**src/rtl/debounce_bank.sv**
```systemverilog
// Multi-channel glitch filter with hysteresis and edge pulses.
// A level is accepted after N consecutive qualified samples.
module debounce_bank #(
    parameter int            CH      = 4,
    parameter int            N       = 10,
    parameter logic [CH-1:0] RST_VAL = '0
) (
    input  logic          clk,
    input  logic          rst,
    input  logic          ce,
    input  logic [CH-1:0] i,
    output logic [CH-1:0] y,
    output logic [CH-1:0] rise,
    output logic [CH-1:0] fall,
    output logic          chg
);

    localparam int CW = $clog2(N + 1);
    localparam logic [CW-1:0] LAST = CW'(N - 1);

    typedef enum logic [1:0] {
        S_LO = 2'd0,
        C_HI = 2'd1,
        S_HI = 2'd2,
        C_LO = 2'd3
    } st_t;

    st_t           st_q  [CH];
    st_t           st_d  [CH];
    logic [CW-1:0] cnt_q [CH];
    logic [CW-1:0] cnt_d [CH];
    logic [CH-1:0] y_d;
    logic [CH-1:0] rise_d;
    logic [CH-1:0] fall_d;

    always_comb begin
        y_d    = y;
        rise_d = '0;
        fall_d = '0;
        for (int c = 0; c < CH; c++) begin
            st_d[c]  = st_q[c];
            cnt_d[c] = cnt_q[c];
            case (st_q[c])
                S_LO: if (ce) begin
                    if (i[c]) begin
                        st_d[c]  = C_HI;
                        cnt_d[c] = CW'(1);
                    end else begin
                        cnt_d[c] = '0;
                    end
                end
                C_HI: if (ce) begin
                    if (!i[c]) begin
                        st_d[c]  = S_LO;
                        cnt_d[c] = '0;
                    end else if (cnt_q[c] == LAST) begin
                        st_d[c]   = S_HI;
                        cnt_d[c]  = '0;
                        y_d[c]    = 1'b1;
                        rise_d[c] = 1'b1;
                    end else begin
                        cnt_d[c] = cnt_q[c] + CW'(1);
                    end
                end
                S_HI: if (ce) begin
                    if (!i[c]) begin
                        st_d[c]  = C_LO;
                        cnt_d[c] = CW'(1);
                    end else begin
                        cnt_d[c] = '0;
                    end
                end
                C_LO: if (ce) begin
                    if (i[c]) begin
                        st_d[c]  = S_HI;
                        cnt_d[c] = '0;
                    end else if (cnt_q[c] == LAST) begin
                        st_d[c]   = S_LO;
                        cnt_d[c]  = '0;
                        y_d[c]    = 1'b0;
                        fall_d[c] = 1'b1;
                    end else begin
                        cnt_d[c] = cnt_q[c] + CW'(1);
                    end
                end
                // unreachable encodings recover even while ce is low
                default: begin
                    st_d[c]  = S_LO;
                    cnt_d[c] = '0;
                end
            endcase
        end
    end

    always_ff @(posedge clk) begin
        if (rst) begin
            for (int c = 0; c < CH; c++) begin
                st_q[c]  <= RST_VAL[c] ? S_HI : S_LO;
                cnt_q[c] <= '0;
            end
            y    <= RST_VAL;
            rise <= '0;
            fall <= '0;
            chg  <= 1'b0;
        end else begin
            for (int c = 0; c < CH; c++) begin
                st_q[c]  <= st_d[c];
                cnt_q[c] <= cnt_d[c];
            end
            y    <= y_d;
            rise <= rise_d;
            fall <= fall_d;
            chg  <= |(rise_d | fall_d);
        end
    end

endmodule

```
**config.mk**
```make
export PLATFORM = sky130hd
export DESIGN_NAME = debounce_bank
export DESIGN_NICKNAME = d
export VERILOG_FILES = /design/src/rtl/debounce_bank.sv
export SDC_FILE = /design/constraint.sdc
export NUM_CORES = 1
export LEC_CHECK = 0
export BUFFER_PORTS_ARGS = -buffer_cell sky130_fd_sc_hd__buf_4
export CORE_MARGIN = 5
export CORE_UTILIZATION = 42
export DETAILED_ROUTE_END_ITERATION = 12
export PLACE_DENSITY = 0.69
export SLEW_MARGIN = 20
export SYNTH_ARGS = -nofsm -noshare
export SYNTH_HDL_FRONTEND = slang
export SYNTH_SLANG_ARGS = --single-unit
export TNS_END_PERCENT = 5
```
**constraint.sdc**
```tcl
create_clock -name clk -period 2.97 [get_ports clk]
set_input_delay 0.4455 -clock clk [delete_from_list [all_inputs] [get_ports clk]]
set_output_delay 0.4455 -clock clk [all_outputs]
set_load 0.02 [all_outputs]
```
# Word-level counts from Yosys, hierarchy flattened
# Memories as Yosys holds them, arrays and structs flattened.
# Cells that the tools add are included.
# totals
regBits	13
ramBits	24
in_bits	7
output_inout_bits	13
n_memories	2
# classes
n_addsub	4
eq_ne	40
mux	151
bitwise_logic	9
reduce_logical	13
# memory_table
name	words	width	rd	rd_clocked_by_memory_dff	wr	line	source
cnt_q	4	4	4	0	4	30	logic [CW-1:0] cnt_q [CH];
st_q	4	2	4	0	4	28	st_t st_q [CH];
# ops
op	count
$mux 4	32
$mux 2	44
$pmux 4 s4	4
$mux 1	63
$ne 2x2->1 const B	24
$pmux 2 s4	4
$reduce_and 7->1	4
$add 4x1->4 const B	4
$eq 2x2->1 const B	8
$eq 4x4->1 const B	4
$eq 2x1->1 const B	4
$logic_not 2->1	4
$or 1x1->1	8
$pmux 1 s2	4
$reduce_bool 2->1	4
$or 4x4->4	1
$reduce_or 4->1	1

# Depth between registers and ports, before layout
# Gate-level depths: netlist (run 1).
# An unclocked memory read counts as a cell.
# depth
ltp_word	8
mapped_depth	7

# Worst setup path before layout (run 1)
# No wires, ideal clock.
# synth_timing
path_type	input port to flip-flop
start	in i[2]
end	reg with a tool-made name
setup_time_ns	0.126
arrival_ns	1.422
setup_slack_ns	1.422
path_stages	5
cell_sequence	buf_2 mux2i_1 o2111ai_1 o211ai_1 o41ai_1
# synth_rtl
item	line	source
start, declared	11	input logic [CH-1:0] i,

==> impl_results.md, run 1 <==
- PD cells: roughly 480 nW/um2
- Die Height: between 70 and 80 um
- RSZ-0062 raised after global routing: false
- Worst Hold Class: in -> reg
- Area grow syn2layout: 12.04%
- CTS H-tree lvls: 2
- Row count: 24
- Post-synthesis sequential area ratio: 37.71%
- Clock buffer count from CTS: 5
- Count of flip-flops with a built-in enable after synthesis: 0
- Commonest non-fill, non-tap cells in the layout: 37 x dfxtp_1, 20 x nand2_1, 19 x buf_4
- Clock power frac: 42.7%
- Gr ovfl total: 0
- Critical-path cell list: inv_1 -> ha_1 -> mux2i_1 -> nor3_1 -> a2111oi_0 -> a311oi_1
- Worst Setup Start Kind: register
- First-pass DRT Iterations: 4
- First-pass GRT wire length: approximately 6500 um
- Critical path depth: 6
- Die ar.: 6145 um2
- P_int: 0.8134 mW
- Syn_nets: around 240
- Switching power: ~0.25 mW
- Layout Skew: 0.008604 ns
- Number of synthesized register bits: 37
- Fin. max-slew vios: 0
- Port Buffer Count: 19
- Detailed placement HPWL: between 2000 and 2500 um
- Synth warn: 0
- Die Span X: just under 80 um
- Drt drc: 0
- Worst Setup EP: cnt_q[3][0]$_SDFFE_PP0P_
- Setup crit end kind: register
- Skew-Pair Late Insertion Delay: 0.29 ns
- Post-Place Worst Slack: about 1.2 ns
- CP top delay family: compound AO/OA/AOI/OAI gates
- TritonCTS clock tree: yes
- F_max: 0.5615 GHz
- Max IR drop VDD: ~260 uV
- Starting Density: 44.20%
- R2R setup slack: 1.19 ns
- Avg Cell Area, Syn: roughly 9 um2
- Cell taking the most area after synthesis: dfxtp_1
- Placer Congestion: approximately 0.75
- Clock sink total: 37
- Avg Vias per Cell: between 5 and 6
- CP max stage delay: 0.41 ns
- Slew HR: about 70%
- Final Util: between 40% and 50%
- Final worst path period share: 59.96%
- Worst EP required: ~3.1 ns
- WHS: approximately 0.37 ns
- Initial antenna violation count: 0
- Worst Reg-to-Reg Cells: 6
- Final Hold Vio Count: 0
- Diodes inserted: 0
- Clk pin slew, worst setup/hold paths: 0.08 ns
- Share of post-route cells with drive strength above 1: between 10% and 20%
- Final WL: around 3700 um
- IO Pins: 20
- Most common cell after layout, fill and taps aside: dfxtp_1
- Synthesized instance count: around 220
- Hold_buf cts: 0
- Via count: around 1600
- FF-to-FF End: cnt_q[3][0]$_SDFFE_PP0P_
- Core Area: ~4400 um2
- Ys async rst share: 0%
- TNS Setup: 0 ns
- Largest net degree at the start of global routing: 35
- Fin worst setup slack: approximately 1.2 ns
- Leakage Power: slightly above 0.8 nW
- Final ANT Viol Nets: 0
- Drt wl/cell: between 10 and 15 um
- Mapped Area: ~2000 um2
- Worst Path Arrival: around 1.9 ns
- Post-synth top area share: a little under two fifths
- Sequential Power Share: slightly below 50%
- Buf/Inv on CP: 1
- Worst-Margin Slew: between 0.4 and 0.5 ns
- Slowest CP cell: a2111oi_0
- Largest cells by area after synthesis: dfxtp_1 38%, ha_1 11%, a21oi_1 4.1%, nand2_1 3.8%, nor3_1 3.3%
- Critical path class: reg -> reg
- Final setup fails: 0
- Max_cap viols: 0
- Post-CTS Resized: 0
- Setup Buffers After CTS: 0
- GRT Overall Usage: 12.92%
- Final net count: about 260
- Netlist cell types: 45
- Most used DFF post-synth: dfxtp_1
- Status: complete, no violations
- Final Critical Period: 1.781 ns
- Switching Share: roughly a quarter
- Vias in the first global route: around 1500
- CP max FO: 5
- Clock buffer depth: 2
- DRC violation total after the first TritonRoute iteration: roughly 130
- Combinational share of power: between 8 and 9%
- CTS root buffer: clkbuf_8
[power by group through the flow]
| stage | sequential (mW) | combinational, mW | clock (mW) |
|---|---|---|---|
| detailed placement | 0.530 | 0.0910 | 0 |
| floorplan | 0.526 | 0.0757 | 0 |
| global placement | 0.530 | 0.0908 | 0 |
| finish | 0.519 | 0.0921 | 0.455 |
| CTS | 0.518 | 0.0923 | 0.465 |
| global route | 0.520 | 0.106 | 0.491 |
[layout make-up]
type                       count  area [um2]
clock buffer                   7       86.33
tap                           52       65.06
fill                         409        2243
multi-input combinational    158        1091
inverter                      12       45.04
sequential                    37       740.7
clock inverter                 1       30.03
timing repair buffer          19       142.6
[per-layer routing]
metal  up-vias  wire, um  GRT usage [%]
li1        824         -              -
met1       747      1919          17.48
met2        26      1618          19.78
met3         5       163          3.776
met4         0        45          4.196
met5         -         0              0
[worst reg2reg max path, cell delays in order (launching register included)]
cell and delay (ns):
dfxtp_1 0.39, inv_1 0.10, ha_1 0.22, mux2i_1 0.36
nor3_1 0.09, a2111oi_0 0.41, a311oi_1 0.09
[worst min path at each step]
stage	startpoint	endpoint	slack (ns)	cells after the start
finish	i[1]	fall[1]$_SDFF_PP0_	0.37	2
global route	i[0]	fall[0]$_SDFF_PP0_	0.36	2
CTS	i[1]	fall[1]$_SDFF_PP0_	0.36	2
detailed placement	cnt_q[0][3]$_SDFFE_PP0P_	cnt_q[0][3]$_SDFFE_PP0P_	0.49	2
global placement	y[3]$_SDFFE_PP0P_	y[3]$_SDFFE_PP0P_	0.49	2
floorplan	cnt_q[0][3]$_SDFFE_PP0P_	cnt_q[0][3]$_SDFFE_PP0P_	0.46	2
[cells by family (layout without fill, tap and decap cells)]
kind of cell / count (synthesis) / in the layout / synth area share (%)
AND/OR/NAND/NOR: 85 / 85 / 24.71
AO/OA/AOI/OAI: 47 / 47 / 15.16
flip-flops: 37 / 37 / 37.71
buffers and inverters: 24 / 39 / 6.751
adder cells (fa/ha/maj): 18 / 18 / 11.47
XOR/XNOR: 4 / 4 / 2.166
multiplexers: 4 / 4 / 2.038
[cells in the mapped netlist, types with 5 or more instances]
master    instances
nor4b_1           6
ha_1             18
inv_1            10
nor3_1           13
dfxtp_1          37
a21oi_1          16
nand3_1          11
nand2_1          20
nor2_1            6
o21ai_1           6
nand4b_1          5
o21ai_0           5
[stage by stage]
| step | instances | area (um2) | total power [mW] |
|---|---|---|---|
| floorplan | 219 | 1964 | 0.6019 |
| global placement | 278 | 2085 | 0.6207 |
| detailed placement | 278 | 2085 | 0.6211 |
| CTS | 286 | 2201 | 1.076 |
| global route | 286 | 2201 | 1.117 |
| finish | 286 | 2201 | 1.066 |
Power figures use the tool's default switching activity.
==> run 2: changes to the inputs <==
- clock period: 2.97 -> 1.7 ns (I/O delays scaled with it)
==> run 2 against run 1 <==
  * Wire length up 3.3%
  * Largest cell class unchanged
  * Final area up 4.4%
  * Clock power up 76%
  * Die area unchanged
  * Non-clock buffer count up 8
  * Critical path depth up 1
  * Largest power group unchanged
==> impl_results.md, run 2 (synthesis results as in run 1) <==
- Status: complete, no violations
- Drt wl/cell: ~13 um
- Largest net degree at the start of global routing: 34
- Commonest non-fill, non-tap cells in the layout: 36 x dfxtp_1, 27 x buf_4, 20 x nand2_1
- CTS H-tree lvls: 2
- Avg Vias per Cell: around 5.7
- PD cells: 826.2 nW/um2
- Switching Share: 24.03%
- CTS root buffer: clkbuf_8
- Setup crit end kind: register
- Detailed placement HPWL: 2517 um
- Critical path class: reg -> reg
- TritonCTS clock tree: yes
- CP max stage delay: between 0.3 and 0.4 ns
- R2R setup slack: just over 0.1 ns
- Vias in the first global route: between 1500 and 2000
- CP top delay family: compound AO/OA/AOI/OAI gates
- DRC violation total after the first TritonRoute iteration: around 130
- Worst EP required: roughly 1.9 ns
- Clk pin slew, worst setup/hold paths: 0.07 ns
- Core Area: 4444 um2
- Final worst path period share: around 94%
- Fillers: roughly 410
- Final Cell Area: 2298 um2
- Final Util: between 50% and 60%
- Worst Setup Start Kind: register
- Tot Pwr: about 1.9 mW
- Share of post-route cells with drive strength above 1: 17.36%
- Hold path endpoint: fall[1]$_SDFF_PP0_
- Gr ovfl total: 0
- Clock power frac: 42.1%
- Worst-Margin Slew: between 0.3 and 0.4 ns
- First-pass DRT Iterations: 4
- Setup Buffers After CTS: 0
- IO Pins: 20
- Drt drc: 0
- Final ANT Viol Nets: 0
- Final non-filler cell total: ~290
- Max IR drop VDD: roughly 370 uV
- GRT Overall Usage: 13.20%
- Clock buffer depth: 2
- P_int: between 1 and 1.5 mW
- Critical-path cell list: inv_1 -> ha_1 -> mux2i_1 -> buf_4 -> o2111ai_2 -> o211ai_1 -> o41ai_1
- Port Buffer Count: 19
- Sequential Power Share: approximately 48%
- Leakage Power: between 0.8 and 0.9 nW
- Worst Path Arrival: between 1.5 and 2 ns
- Diodes inserted: 0
- Most common cell after layout, fill and taps aside: dfxtp_1
- Worst Hold Class: in -> reg
- Final Critical Period: around 1.6 ns
- CP max FO: 5
- Final setup fails: 0
- Placed insts: around 290
- WHS: between 0.15 and 0.2 ns
- Combinational share of power: about a tenth
- FF+latch area: roughly 740 um2
- Final Hold Vio Count: 0
- Buf/Inv on CP: 2
- Switching power: 0.4563 mW
- Final net count: roughly 270
- First-pass GRT wire length: approximately 6700 um
- Row count: 24
- F_max: around 0.63 GHz
- Placer Congestion: around 0.77
- Worst Reg-to-Reg Cells: 7
- Final WL: between 3000 and 4000 um
- Placed inst area: roughly 2100 um2
- Starting Density: between 40% and 50%
- Area grow syn2layout: 17.01%
- Fin worst setup slack: 0.1039 ns
- Via count: around 1700
- Hold Path Origin: i[1]
- Slew HR: around three quarters
- Fin. max-slew vios: 0
- Multi-input logic area: 1127 um2
- Post-Place Worst Slack: between 0.03 and 0.04 ns
- Clock sink total: 37
- Max_cap viols: 0
- TNS Setup: 0 ns
- Die Height: roughly 78 um
- Worst Hold Depth: 2
- Clock buffer count from CTS: 5
- Skew-Pair Late Insertion Delay: around 0.29 ns
- Die ar.: ~6100 um2
- Die Span X: just under 80 um
- Layout Skew: ~0.0042 ns
- Slowest CP cell: dfxtp_2
- Initial antenna violation count: 0
## run 2: routing by layer
| layer | vias up | part of all wire [%] | track usage (%) | wire (um) |
|---|---|---|---|---|
| met3 | 8 | 5.2 | 3.318 | 202 |
| met5 | - | 0 | 0 | 0 |
| met2 | 48 | 42 | 21.15 | 1644 |
| met1 | 769 | 51 | 16.69 | 1958 |
| li1 | 838 | - | - | - |
| met4 | 0 | 1.7 | 6.119 | 67 |
## run 2: power groups by stage
stage / Sequential, mW / Clock [mW] / Combinational, mW
after floorplan: 0.919 / 0 / 0.132
after global placement: 0.925 / 0 / 0.178
after detailed placement: 0.926 / 0 / 0.178
after CTS: 0.905 / 0.821 / 0.181
after global routing: 0.909 / 0.860 / 0.218
final: 0.906 / 0.799 / 0.194
## run 2: how the worst max path moves through the flow
stage | endpoint | cells past startpoint | startpoint | slack (ns)
3_3_place_gp | register | 7 | register | 0.1
5_1_grt | register | 7 | register | -0.03
4_1_cts | cnt_q[3][0]$_SDFFE_PP0P_ | 6 | register | 0.02
3_5_place_dp | cnt_q[3][0]$_SDFFE_PP0P_ | 6 | register | 0.04
6_report | register | 7 | register | 0.10
2_1_floorplan | cnt_q[3][0]$_SDFFE_PP0P_ | 6 | register | 0.16
## run 2: what timing repair did
action / CTS / global route
endpoints found under the setup margin: 0 / 9
hold endpoints to repair: 0 / 0
gates resized for setup: 0 / 8
hold buffers: 0 / 0
## run 2: area by class of cell
cell class | instances | share of cell area (%)
Multi-Input combinational cell | 158 | 49.05
Sequential cell | 37 | 32.28
Inverter | 12 | 1.960
Tap cell | 52 | 2.831
Clock inverter | 1 | 1.306
Clock buffer | 7 | 3.756
Timing Repair Buffer | 27 | 8.819
==> run 3: changes to the inputs <==
- SETUP_SLACK_MARGIN: default -> 0.15
==> run 3 against run 2 <==
  * First-iteration DRC count is 25% higher
  * Fmax rose by 3.7%
  * Sequential cell count is the same
  * Final cell count is the same
==> impl_results.md, run 3 (synthesis results as in run 1) <==
- Status: complete, no violations
- TritonCTS clock tree: yes
- Starting Density: between 40 and 50%
- Commonest non-fill, non-tap cells in the layout: 33 x dfxtp_1, 26 x buf_4, 19 x nand2_1
- Clock sink total: 37
- TNS Setup: 0 ns
- Buf/Inv on CP: 1
- Critical-path cell list: inv_1 -> ha_1 -> or3_4 -> o2111ai_4 -> nor3_1 -> a211oi_1
- Layout Skew: just over 0.005 ns
- Drt drc: 0
- Combinational share of power: between 10% and 20%
- Fin. max-slew vios: 0
- Leakage Power: 0.8675 nW
- Worst Setup Start Kind: register
- Max_cap viols: 0
- Final non-filler cell total: around 290
- Worst EP required: between 1.5 and 2 ns
- Slew HR: about 76%
- Die ar.: 6145 um2
- Final Critical Period: ~1.5 ns
- Setup Buffers After CTS: 0
- Core Area: approximately 4400 um2
- Final Hold Vio Count: 0
- Final worst path period share: between 90 and 100%
- Clock buffer count from CTS: 5
- Vias in the first global route: between 1500 and 2000
- CP max stage delay: approximately 0.37 ns
- P_int: around 1.5 mW
- Max IR drop VDD: 395.9 uV
- Clk pin slew, worst setup/hold paths: 0.07 ns
- CTS root buffer: clkbuf_8
- DRC violation total after the first TritonRoute iteration: ~160
- PD cells: 811.0 nW/um2
- Final setup fails: 0
- Detailed placement HPWL: roughly 2500 um
- GRT Overall Usage: between 10% and 20%
- Fillers: 404
- Avg Vias per Cell: 5.544
- Skew-Pair Late Insertion Delay: about 0.29 ns
- Most common cell after layout, fill and taps aside: dfxtp_1
- First-pass GRT wire length: roughly 6700 um
- Final Cell Area: around 2400 um2
- Switching power: ~0.48 mW
- Largest net degree at the start of global routing: 34
- Worst-Margin Slew: 0.3659 ns
- Die Span X: ~80 um
- Gr ovfl total: 0
- Clock power frac: 41.7%
- Placed inst area: 2145 um2
- Share of post-route cells with drive strength above 1: between 20% and 30%
- Worst Hold Class: in -> reg
- Placer Congestion: ~0.77
- Multi-input logic area: roughly 1200 um2
- Sequential Power Share: 46.9%
- Via count: 1630
- Final ANT Viol Nets: 0
- Placed insts: 286
- Port Buffer Count: 19
- Critical path class: reg -> reg
- Final WL: ~4000 um
- Setup crit end kind: register
- Slowest CP cell: dfxtp_4
- FF+latch area: 750.7 um2
- Row count: 24
- CP top delay family: simple AND/OR/NAND/NOR gates
- Switching Share: 24.71%
- Final net count: approximately 270
- Initial antenna violation count: 0
- Die Height: approximately 78 um
- CTS H-tree lvls: 2
- Worst Path Arrival: 1.74 ns
- Area grow syn2layout: 21.59%
- Diodes inserted: 0
- Drt wl/cell: around 14 um
- RSZ-0062 raised after global routing: true
- Clock buffer depth: 2
- First-pass DRT Iterations: 4
- F_max: approximately 0.65 GHz
- CP max FO: 4
- IO Pins: 20
## run 3: cell counts in the layout (fill, tap and decap cells not counted)
No cell type changed its count.
## run 3: through the flow
step,util [%],total power [mW],setup WS [ns],hold slack (ns)
detailed placement,48.25,1.104,0.03974,0.4814
finish,53.74,1.937,0.1610,0.1758
global placement,48.25,1.103,0.09947,0.4764
global route,53.74,2.022,0.08459,0.1743
CTS,51.10,1.911,0.07743,0.1663
floorplan,-,1.052,0.1553,0.3317
## run 3: layout make-up
type	count	area share, %
Inverter	12	1.886
Tap cell	52	2.724
Timing Repair Buffer	27	8.643
Multi-Input combinational cell	158	50.45
Clock inverter	1	1.257
Clock buffer	7	3.614
Sequential cell	37	31.43
## run 3: what timing repair did
| item | in CTS | in global routing |
|---|---|---|
| endpoints found under the hold margin | 0 | 0 |
| endpoints found under the setup margin | 9 | 23 |
| resized for setup | 2 | 29 |
| hold buffers | 0 | 0 |
| pin swaps | 1 | 4 |
## run 3: power by group through the flow
stage	Sequential, mW	Clock [mW]	Combinational, mW
after CTS	0.905	0.821	0.184
after global routing	0.911	0.866	0.245
after floorplan	0.919	0	0.132
after detailed placement	0.926	0	0.178
after global placement	0.925	0	0.178
final	0.908	0.809	0.221
## run 3: worst register-to-register path, stage by stage, from the launching register on
cell and delay (ns):
dfxtp_4 0.37, inv_1 0.06, ha_1 0.28, or3_4 0.34, o2111ai_4 0.13, nor3_1 0.08
a211oi_1 0.19
## run 3: worst paths after layout
kind,slack (ns),cells after the start,startpoint,to
max reg2reg,0.16,6,st_q[2][0]$_SDFFE_PP0P_,st_q[2][0]$_SDFFE_PP0P_
min reg2reg,0.50,2,cnt_q[0][3]$_SDFFE_PP0P_,cnt_q[0][3]$_SDFFE_PP0P_
max,0.16,6,st_q[2][0]$_SDFFE_PP0P_,st_q[2][0]$_SDFFE_PP0P_
min,0.18,2,i[1],fall[1]$_SDFF_PP0_
## run 3: per-layer routing
| metal | GRT usage, % | up-vias | share of wire (%) |
|---|---|---|---|
| li1 | - | 840 | - |
| met1 | 16.69 | 757 | 52 |
| met2 | 21.15 | 25 | 43 |
| met3 | 3.318 | 8 | 3.4 |
| met4 | 6.119 | 0 | 1.7 |
| met5 | 0 | - | 0 |
